--- src/rtl/gate_result_arb.sv ---
// gate_result_arb: per-channel result holding, round-robin grant and overrun flags onto one valid/ready stream
module gate_result_arb #(
  parameter int N_CH   = 5,
  parameter int DATA_W = 32,
  localparam int CH_W  = $clog2(N_CH)
) (
  input  logic                   clk_i,
  input  logic                   rst_n_i,
  input  logic [N_CH-1:0]        gate_en_i,
  input  logic [N_CH-1:0]        res_valid_i,
  input  logic [N_CH*DATA_W-1:0] res_data_i,
  input  logic                   clr_ovr_i,
  output logic                   out_valid_o,
  input  logic                   out_ready_i,
  output logic [DATA_W-1:0]      out_data_o,
  output logic [CH_W-1:0]        out_ch_o,
  output logic [N_CH-1:0]        ovr_o
);

  logic [DATA_W-1:0] hold [N_CH];
  logic [N_CH-1:0]   pend, pend_nxt, ovr_nxt, cap;
  logic [CH_W-1:0]   rr_last, g;
  logic              slot_free, take;
  int                j;

  assign slot_free = !out_valid_o || out_ready_i;
  assign take      = slot_free && (|pend);
  assign cap       = res_valid_i & gate_en_i;

  // round-robin pick: scan from farthest offset down so the nearest pending channel after rr_last wins
  always_comb begin
    g = '0;
    j = 0;
    for (int i = N_CH; i >= 1; i--) begin
      j = int'(rr_last) + i;
      if (j >= N_CH) j = j - N_CH;
      if (pend[j]) g = CH_W'(j);
    end
  end

  // per-channel next pending/overrun state; a capture on the granted channel is not an overwrite
  always_comb begin
    pend_nxt = '0;
    ovr_nxt  = '0;
    for (int k = 0; k < N_CH; k++) begin
      pend_nxt[k] = gate_en_i[k] && (cap[k] || (pend[k] && !(take && g == CH_W'(k))));
      ovr_nxt[k]  = (cap[k] && pend[k] && !(take && g == CH_W'(k))) || (ovr_o[k] && !clr_ovr_i);
    end
  end

  // state registers: hold buffers, pending/overrun flags and the output slot
  always_ff @(posedge clk_i or negedge rst_n_i) begin
    if (!rst_n_i) begin
      for (int k = 0; k < N_CH; k++) hold[k] <= '0;
      pend        <= '0;
      ovr_o       <= '0;
      rr_last     <= CH_W'(N_CH - 1);
      out_valid_o <= 1'b0;
      out_data_o  <= '0;
      out_ch_o    <= '0;
    end else begin
      for (int k = 0; k < N_CH; k++)
        if (cap[k]) hold[k] <= res_data_i[k*DATA_W +: DATA_W];
      pend  <= pend_nxt;
      ovr_o <= ovr_nxt;
      if (take) begin
        out_valid_o <= 1'b1;
        out_data_o  <= hold[g];
        out_ch_o    <= g;
        rr_last     <= g;
      end else if (slot_free) begin
        out_valid_o <= 1'b0;
      end
    end
  end

endmodule
--- config.mk ---
export PLATFORM = sky130hd
export DESIGN_NAME = gate_result_arb
export DESIGN_NICKNAME = d
export VERILOG_FILES = /design/src/rtl/gate_result_arb.sv
export SDC_FILE = /design/constraint.sdc
export NUM_CORES = 1
export LEC_CHECK = 0
export ABC_AREA = 1
export BUFFER_PORTS_ARGS = -buffer_cell sky130_fd_sc_hd__buf_2
export CAP_MARGIN = 20
export CORE_MARGIN = 3
export CORE_UTILIZATION = 55
export DETAILED_ROUTE_END_ITERATION = 10
export GPL_TIMING_DRIVEN = 0
export HOLD_SLACK_MARGIN = 0.12
export PLACE_DENSITY = 0.8
export RECOVER_POWER = 25
export SYNTH_ARGS = -nofsm -noshare
export SYNTH_HDL_FRONTEND = slang
export SYNTH_SLANG_ARGS = --single-unit
export TNS_END_PERCENT = 30
--- constraint.sdc ---
create_clock -name clk_i -period 3.8 [get_ports clk_i]
set_input_delay 0.19 -clock clk_i [delete_from_list [all_inputs] [get_ports clk_i]]
set_output_delay 0.19 -clock clk_i [all_outputs]
set_load 0.05 [all_outputs]
Word-level counts from Yosys, hierarchy flattened
Index checks and enable logic that the tools add are counted.
{ "word_totals": {"word_cells": 120, "reg_bits": 209, "in_bits": 174, "output_inout_bits": 41} }
{ "classes": {"muxes": 30, "n_lt_le_gt_ge": 11, "n_eq_ne": 4, "add_sub_neg": 10, "n_reduce_logical": 52, "bitwise_logic": 2} }
{ "op_table": {"columns": ["op", "count"], "rows": [
  ["32-bit 2-to-1 mux", 7],
  ["32-bit by 5-bit less-than comparator with 1-bit output (second input constant)", 5],
  ["32-bit binary-select mux with 3-bit select", 1],
  ["1-bit logical AND", 31],
  ["4-bit by 3-bit subtractor with 5-bit output (second input constant)", 5],
  ["4-bit by 3-bit greater-or-equal comparator with 1-bit output (second input constant)", 5],
  ["1-bit binary-select mux with 3-bit select", 5],
  ["3-bit 2-to-1 mux", 5],
  ["1-bit 2-to-1 mux", 12],
  ["1-bit logical OR", 11],
  ["3-bit by 2-bit adder with 4-bit output (second input constant)", 2],
  ["3-bit by 3-bit adder with 4-bit output (second input constant)", 2],
  ["1-bit logical NOT", 7],
  ["3-bit by 2-bit equality test with 1-bit output (second input constant)", 2],
  ["5-bit bitwise AND", 1],
  ["5-bit OR reduction", 1],
  ["3-bit by 1-bit adder with 4-bit output (second input constant)", 1],
  ["4-bit greater-or-equal comparator (second input constant)", 1],
  ["3-bit inverter with 4-bit output", 1],
  ["3-bit by 1-bit equality test with 1-bit output (second input constant)", 1],
  ["3-bit equality test (second input constant)", 1],
  ["3-bit logical NOT", 1],
  ["2-bit nonzero test", 1]
]} }

Depth between registers and ports, before layout
Gate-level depths: netlist (run 1).
{ "logic_depth": {"word_depth": 17, "depth_mapped": 24, "ltp_nobuf": 23} }

Worst setup path before layout (run 1)
No wires, ideal clock.
{ "synth_timing": {"path_kind": "flip-flop to flip-flop", "start": "register rr_last[2]", "end": "register out_data_o[16]", "t_arrival_ns": 2.744, "setup_time_ns": 0.073, "period_less_slack_ns": 2.817, "stages_incl_launch_ff": 25, "required_ns": 3.727, "path_buffers": 3, "setup_slack_ns": 0.983, "path_cell_list": "dfstp_2 buf_2 inv_1 ha_1 nand2_1 nand3_2 nand2_1 nand2_1 inv_1 nand2_1 nand3_1 nand2_1 nand2_2 nand2_1 a21oi_1 nand2_1 nand2_2 nand2_2 buf_6 buf_6 nand2_1 nand3_1 nand2_1 nand2_1 a21oi_2"} }
{ "synth_between": {"elab_chain_cells": 15, "elab_cells_between_ends": 44, "classes_between": "add/sub (10); order compare (5); mux (28); bitwise (1)"} }
{ "synth_lines": {"columns": ["item", "line", "text"], "rows": [
  ["from (decl)", "22", "logic [CH_W-1:0] rr_last, g;"],
  ["from (signal assigned)", "57", "rr_last <= CH_W'(N_CH - 1);"],
  ["from (signal assigned)", "70", "rr_last <= g;"],
  ["3-bit by 3-bit adder with 4-bit output", "35", "j = int'(rr_last) + i;"],
  ["4-bit by 3-bit subtractor with 5-bit output / 4-bit by 3-bit greater-or-equal comparator with 1-bit output (equally long branches)", "36", "if (j >= N_CH) j = j - N_CH;"],
  ["32-bit 2-to-1 mux", "36", null],
  ["1-bit binary-select mux with 3-bit select", "37", "if (pend[j]) g = CH_W'(j);"],
  ["1-bit 2-to-1 mux (implied by the code) (2 in a row)", "37", null],
  ["3-bit 2-to-1 mux (4 in a row)", "37", null],
  ["3-bit 2-to-1 mux *", "37", null],
  ["3-bit inverter with 4-bit output (implied by the code) *", "68", "out_data_o <= hold[g];"],
  ["32-bit binary-select mux with 3-bit select *", "68", null],
  ["32-bit 2-to-1 mux (implied by the code) * (2 in a row)", "68", null],
  ["to (signal assigned)", "68", null],
  ["to (decl)", "15", "output logic [DATA_W-1:0] out_data_o,"]
]} }
Every way passes the cells marked *; elsewhere a longest branch is shown, timed or not. The select of a mux whose other input is x is not followed.
A chain may end at the register's enable or synchronous reset.

Final worst setup path (run 1)
{ "layout_timing": {"start": "register rr_last[2]", "end": "register out_data_o[5]"} }
The elaborated chain is that of the path after synthesis.

==> results of run 1 <==
timing repair:
item,in CTS,in global routing
resized for setup,0,12
endpoints found under the hold margin,253,0
hold buffers,168,0
setup endpoints to repair,0,37
sequential cells by signal (all words and copies together) (netlist names):
name	cells
out_valid_o	1
pend	5
ovr_o	5
out_ch_o	1
hold	160
rr_last	3
out_data_o	32
layout make-up:
type	count	share of cell area [%]
antenna	1	0.0180
buffer	61	2.36
tap	229	2.06
sequential	207	37.2
multi-input combinational	783	31.4
clock inverter	8	0.314
clock buffer	32	4.73
timing repair buffer	383	19.8
inverter	76	2.07
metrics by stage:
step	worst slack (ps)	utilization [%]	area (µm²)	TNS, ps
finish	224	77.0	13900	0
global route	17.5	77.0	13900	0
CTS	81.8	77.1	13900	0
detailed placement	108	63.9	11600	0
global placement	-854	63.7	11500	-171780
floorplan	983	-	10200	0
how the worst max path moves through the flow:
stage | endpoint | slack [ps] | cells after the start
2_1_floorplan | out_data_o[16] | 980 | 24
3_3_place_gp | hold[40] | -850 | 1
3_5_place_dp | ovr_o[3] | 110 | 20
4_1_cts | ovr_o[3] | 80 | 20
5_1_grt | out_data_o[6] | 20 | 24
6_report | out_data_o[5] | 220 | 24
worst register-to-register path, delay by kind of cell (launching register included):
family / cells / cell delay [ps]
fa+ha+maj: 1 / 320
flops: 1 / 550
simple gates: 16 / 1570
buf+inv: 5 / 750
compound gates: 2 / 300
cells in the final DEF (no fill, tap or decap), types with 23 or more instances in the layout:
master / n
dfrtp_1: 204
dlygate4sd3_1: 168
inv_1: 71
clkbuf_1: 49
mux2_2: 113
buf_2: 210
a21oi_1: 89
nand3_1: 147
nor2_1: 76
clkbuf_16: 23
nand2_1: 284
cells by family after synthesis:
family,Yosys count
muxes,114
adders and majority gates,10
buffers and inverters,137
AOI/OAI and AO/OA,132
DFF,207
xor gates and xnor gates,2
and+or+nand+nor,525
per-layer routing:
layer	vias up	track usage [%]	share of wire (%)
met5	-	0	0
met1	4749	42.7	37
li1	4527	-	-
met4	0	22.2	7.2
met3	190	6.61	7.4
met2	605	59.8	49
==> metrics.cfg, run 1 <==
[timing]
tightest_slew_ps = 2150
fin_crit_ps = 3580
clock_skew_ps = 18.5
relSlewSlack_pct = -43.4
hold_violations = 0
rsz0062_at_grt = no
fmax_mhz = 280
setup_viol = 0
worst_hold_slack_ps = 304
finalCritPeriodShare_pct = 94.1
maxSlewViolCount = 84

[logic_synthesis]
muxShareOfSynthArea_pct = 12.6
synth_edf_count = 0
syn_inst = 1127
ys_ff_latch = 207
synthesis.area_um2 = 10200
synth_simple_gate_area_share_pct = 21.7
synthTopCellsByArea = dfrtp_1 (51%), mux2_2 (13%), nand2_1 (10%)
synthDominantCellAreaShare_pct = 50.7
synth_top_cell_by_area = dfrtp_1
synth_common_cells = nand2_1 (284), dfrtp_1 (206), nand3_1 (147)
ys_warn_count = 0
ys.flop_type = dfrtp_1
synth_top_family_by_area = simple AND/OR/NAND/NOR gates
yosysMostFrequentCell = nand2_1
synth.distinct_cells = 32
synth_compound_area_share_pct = 7.28
seq_area_frac_synth_pct = 51.0
synth_xor_area_share_pct = 0.172
avgSynthCellArea_um2 = 9.02
ys_async_sr_fraction_pct = 100
synth-adder-area-share_pct = 1.23
syn_nets = 1311

[worst_setup_path]
critPathKind = reg2reg
arrival_ps = 4010
endpoint_kind = flip-flop
critPathLaunch = rr_last[2]
crit_buf_inv = 5
r2r-end = out_data_o[5]
slowest_stage = dfstp_2
slowest_delay_ps = 550
path_delay_family = simple AND/OR/NAND/NOR gates
cp_cell_sequence = buf_2, inv_2, ha_1, nand2_1, nand3_2, nand2_1, nand2_1, inv_1, nand2_1, nand3_1, nand2_1, nand2_2, nand2_1, a21oi_1, nand2_1, nand2_2, nand2_2, buf_6, buf_6, nand2_1, nand3_1, nand2_1, nand2_1, a21oi_1
timing.rr.start = rr_last[2]
cp_common_cell = nand2_1
required_ps = 4240
reg2regPathDepth = 24
path_max_fanout = 10
cp-start-kind = flip-flop
reg2reg_slack_ps = 220

[floorplan]
core_area_um2 = 18100
dieArea_um2 = 20100
die_y_um = 142
start_util_pct = 56.2
pin_count = 215
die_w_um = 142
rows = 49

[drt]
drcViolationCount = 0
drt_wl_total_um = 36300
routedWlPerCell_um = 20.4
vias = 10071
via_per_inst = 5.66
ant_nets = 0
dr.first_iter.drc_count = 836
firstDrtPassIters = 5

[min_path]
hp-class = in2reg
min_from = res_valid_i[3]
whs_path_depth = 5
whs_endpoint = hold[51]

[clocking]
cts-htree-levels = 1
cts_tree = done
clock_latency_ps = 510
clk_path_buf_depth = 3
root_buffer = clkbuf_16
cts_setup_buffers = 0
cts_sinks = 207
clkTransAtPathRegs_ps = 60
numCtsBuffers = 23

[placed_design]
place_hpwl_um = 21800
place.gp.congestion = 0.938
dp.cells = 1571
io_buffers = 214

[grt]
overflow = 0
grt_usage_pct = 35.7
grt_pass1_wl_um = 55800
grt_max_degree = 125
grt_pass1_vias = 10546
antenna_found_initial = 1

[layout]
drive_gt1_share_pct = 26.8
regArea_um2 = 5180
fillCellCount = 1195
area_growth_pct = 37.1
instances_no_fill = 1780
finalNetCount = 1719
multi_input_area_um2 = 4380

[run_status]
violations = capacitance limit, slew limit
status = complete, but fails checks

[job]
max_cap_violations = 1

Power of run 1 is not shown: default switching activity piles up to over one toggle a cycle in this logic, so the estimate is an artifact.
==> inputs of run 2 (changes only) <==
Clock period 3.8 ns to 4.38 ns, I/O delays scaled along.
==> run 2 against run 1 <==
  * The run still ends with capacitance limit, slew limit left
  * Sequential share of layout area is essentially flat
  * Largest cell class unchanged
  * Wire length shrank 0.36%
  * Final cell count is the same
  * Via count shrank 0.45%
  * Clock skew shrank 0.79 ps
  * Non-clock buffer count is the same
==> metrics.cfg, run 2 (same netlist as run 1, synthesis figures left out) <==
[run_status]
status = complete, but fails checks
violations = capacitance limit, slew limit

[worst_setup_path]
cp.depth = 20
arrival_ps = 4100
cp-start-kind = flip-flop
cp_common_cell = nand2_1
required_ps = 4730
endpoint_kind = flip-flop
slowest_stage = dfrtp_1
crit_buf_inv = 4
path_max_fanout = 10
reg2reg_slack_ps = 640
path_delay_family = simple AND/OR/NAND/NOR gates
slowest_delay_ps = 540
reg2regPathDepth = 20
cp_cell_sequence = inv_1, ha_1, inv_2, nand3_2, nand2_1, nand2_1, o21ai_1, nand3_1, nand2_1, nand3_1, nand2_1, nand2_1, nand2_1, nand2_2, nand2_2, buf_6, buf_6, nand2_1, o21ai_1, o21ai_0
critPathKind = reg2reg

[timing]
finalCritPeriodShare_pct = 85.5
relSlewSlack_pct = -43.0
fin_crit_ps = 3740
clock_skew_ps = 17.7
maxSlewViolCount = 84
hold_violations = 0
tightest_slew_ps = 2140
setup_ws_ps = 636
rsz0062_at_grt = no
worst_hold_slack_ps = 345
setup_viol = 0
fmax_mhz = 267
fin_tns_setup_ps = 0

[placed_design]
place_hpwl_um = 21800
io_buffers = 214
place.gp.congestion = 0.938
place_ws_ps = 688
dp.cells = 1571

[clocking]
cts_resized = 0
cts-htree-levels = 1
cts_setup_buffers = 0
clk_path_buf_depth = 3
hold_buffers = 168
cts_sinks = 207
numCtsBuffers = 23
clkTransAtPathRegs_ps = 70
cts_tree = done
clock_latency_ps = 510
root_buffer = clkbuf_16

[drt]
via_per_inst = 5.63
drcViolationCount = 0
met2WireLength_um = 17600
vias = 10026
ant_nets = 0
top_layer_used = met4
met3_length_um = 2770
drt_wl_total_um = 36200
wl_met1_um = 13200
firstDrtPassIters = 5
routedWlPerCell_um = 20.3
dr.first_iter.drc_count = 830

[layout]
largest_register_ffs = 160
final_common_cell = nand2_1
area_growth_pct = 36.9
drive_gt1_share_pct = 26.4
reg_top3 = hold: 160 flops, out_data_o: 32 flops
instances_no_fill = 1780
regArea_um2 = 5180
max_flop_register = hold
final_cell_mix = nand2_1 (284), buf_2 (212), dfrtp_1 (206)
finalNetCount = 1719
fillCellCount = 1196
multi_input_area_um2 = 4370

[grt]
grt_usage_pct = 35.7
antenna_found_initial = 1
grt_pass1_wl_um = 55800
grt_max_degree = 125
grt_pass1_vias = 10546
overflow = 0

[floorplan]
core_area_um2 = 18100
die_y_um = 142
dieArea_um2 = 20100
pin_count = 215
start_util_pct = 56.2
die_w_um = 142
rows = 49

[min_path]
whs_path_depth = 5
hp-class = in2reg

[job]
max_cap_violations = 1

==> run 2: layout make-up <==
type | instances | area share [%]
diodes | 1 | 0.0180
plain buffers | 61 | 2.33
clock buffers | 32 | 4.74
clock inverters | 8 | 0.315
inverters | 76 | 2.05
multi-input cells | 783 | 31.4
flip-flops and latches | 207 | 37.3
well taps | 229 | 2.06
repair buffers | 383 | 19.8
==> run 2: worst reg2reg max path, cell delays in order, from the launching register on <==
cell	delay (ps)
dfrtp_1	540
inv_1	230
ha_1	440
inv_2	160
nand3_2	90
nand2_1	120
nand2_1	140
o21ai_1	300
nand3_1	110
nand2_1	70
nand3_1	70
nand2_1	80
nand2_1	60
nand2_1	80
nand2_2	80
nand2_2	130
buf_6	190
buf_6	180
nand2_1	130
o21ai_1	290
o21ai_0	120
==> run 2: through the flow <==
step,util [%],cell area [µm²]
after floorplan,-,10200
after global placement,63.7,11500
after detailed placement,63.9,11600
after CTS,77.1,13900
after global routing,76.9,13900
final,76.9,13900
==> run 2: final timing paths <==
| path | endpoint | startpoint |
|---|---|---|
| worst max-delay path | ovr_o[3] | rr_last[1] |
| worst min-delay path | hold[57] | res_valid_i[3] |
| worst max register to register | ovr_o[3] | rr_last[1] |
| worst min register to register | ovr_o[0] | ovr_o[0] |
| max in group asynchronous | hold[73] | rst_n_i |
| min in group asynchronous | out_data_o[12] | rst_n_i |
==> run 2: metal layers <==
| layer | vias to the layer above | track usage, % |
|---|---|---|
| met2 | 566 | 59.8 |
| met4 | 0 | 22.2 |
| met5 | - | 0 |
| met1 | 4762 | 42.7 |
| met3 | 179 | 6.61 |
| li1 | 4519 | - |
Power of run 2 is left out for the same reason.
==> inputs of run 3 (changes only) <==
Settings changed: CORE_ASPECT_RATIO set to 1.75, CORE_UTILIZATION 55 to 35, PLACE_DENSITY 0.8 to not set.
==> run 3 against run 2 <==
  * The flow still finishes with violations (capacitance limit, slew limit)
  * First-iteration DRC count down 49%
  * Die area up 55%
  * Global-route usage down 14 points
  * Register-to-register slack about the same
  * Setup slack better by 5.6 ps
  * Utilization down 27 points
  * Non-clock buffer count unchanged
  * Via count down 6.4%
  * Final cell count up 8.1%
  * Highest routed layer unchanged
==> metrics.cfg, run 3 (same netlist as run 1, synthesis figures left out) <==
[run_status]
status = complete, but fails checks
violations = capacitance limit, slew limit

[worst_setup_path]
arrival_ps = 4140
cp_common_cell = nand2_1
slowest_stage = dfrtp_1
crit_buf_inv = 3
path_delay_family = simple AND/OR/NAND/NOR gates
path_max_fanout = 10
required_ps = 4780
critPathKind = reg2reg
slowest_delay_ps = 550
cp-start-kind = flip-flop
cp_cell_sequence = inv_1, ha_1, inv_2, nand3_2, nand2_1, nand2_1, o21ai_1, nand3_1, nand3_1, nand2_1, nand2_1, nand2_1, nand2_1, nand2_2, a21oi_4, buf_2, nand3_1, nand3_1, nand3_1
endpoint_kind = flip-flop
reg2reg_slack_ps = 640

[drt]
via_per_inst = 4.87
routedWlPerCell_um = 17.8
vias = 9383
drcViolationCount = 0
drt_wl_total_um = 34200
firstDrtPassIters = 5
dr.first_iter.drc_count = 423
ant_nets = 0

[timing]
clock_skew_ps = 12.0
setup_viol = 0
fmax_mhz = 268
maxSlewViolCount = 105
finalCritPeriodShare_pct = 85.3
tightest_slew_ps = 2710
rsz0062_at_grt = no
worst_hold_slack_ps = 249
relSlewSlack_pct = -81.0
fin_crit_ps = 3740
hold_violations = 0

[clocking]
numCtsBuffers = 22
clkTransAtPathRegs_ps = 60
cts_tree = done
cts_sinks = 207
clk_path_buf_depth = 3
cts-htree-levels = 1
root_buffer = clkbuf_16
clock_latency_ps = 520

[layout]
final_cell_mix = nand2_1 (284), buf_2 (229), dfrtp_1 (206)
instances_no_fill = 1925
max_flop_register = hold
fillCellCount = 2645
largest_register_ffs = 160
regArea_um2 = 5180
final_common_cell = nand2_1
fin_util_pct = 50.1
area_growth_pct = 39.5
multi_input_area_um2 = 4370
reg_top3 = hold: 160 flops, out_data_o: 32 flops
drive_gt1_share_pct = 27.5
finalNetCount = 1718

[grt]
antenna_found_initial = 4
grt_pass1_vias = 9750
grt_max_degree = 106
grt_pass1_wl_um = 52700
grt_usage_pct = 21.7
overflow = 0

[placed_design]
dp.cells = 1715
place.gp.congestion = 0.861
io_buffers = 214
place_hpwl_um = 24600

[floorplan]
start_util_pct = 35.9
core_area_um2 = 28300
pin_count = 215
die_w_um = 135
rows = 81
die_y_um = 231
dieArea_um2 = 31200

[job]
max_cap_violations = 1

[min_path]
hp-class = in2reg

## run 3: cell count changes in the layout (fill, tap and decap cells not counted), moves of 3 or more
cell       delta
buf_2        +17
clkbuf_1     -16
clkinv_2      -6
bufinv_16     +3
diode_2       +3
## run 3: routing by layer
| metal | wire, µm | GRT usage [%] |
|---|---|---|
| met5 | 0 | 0 |
| met4 | 2030 | 12.3 |
| met3 | 1300 | 2.22 |
| met2 | 18100 | 39.9 |
| met1 | 12800 | 24.1 |
## run 3: tightest hold or removal path, stage by stage
cell and delay, ps:
buf_2 100, nand2_1 220, mux2_2 200
## run 3: what timing repair did
action | 4_1_cts | 5_1_grt
hold buffers | 168 | 0
hold endpoints to repair | 274 | 0
resized for setup | 0 | 0
setup buffers | 0 | 0
## run 3: layout make-up
type | instances | share of cell area (%)
antenna | 4 | 0.0706
buffer | 61 | 2.29
clock buffer | 31 | 4.47
clock inverter | 7 | 0.900
inverter | 76 | 2.01
multi-input combinational | 783 | 30.8
sequential | 207 | 36.5
tap | 373 | 3.29
timing repair buffer | 383 | 19.6
## run 3: worst paths after layout
kind | start | end | depth (start not counted)
min reg2reg | out_ch_o[2] | out_ch_o[2] | 2
min in group asynchronous | rst_n_i | hold[115] | 2
min | res_valid_i[1] | hold[98] | 3
max in group asynchronous | rst_n_i | hold[15] | 2
max reg2reg | rr_last[1] | out_data_o[30] | 19
max | rr_last[1] | out_data_o[30] | 19
## run 3: per-stage QoR
stage                     instance area, µm²  worst slack [ps]  setup TNS, ps
after floorplan                        10200              1560              0
after global placement                 11700              -491         -93990
after detailed placement               11700               662              0
after CTS                              14200               635              0
after global routing                   14200               357              0
final                                  14200               642              0
Power of run 3 is left out for the same reason.
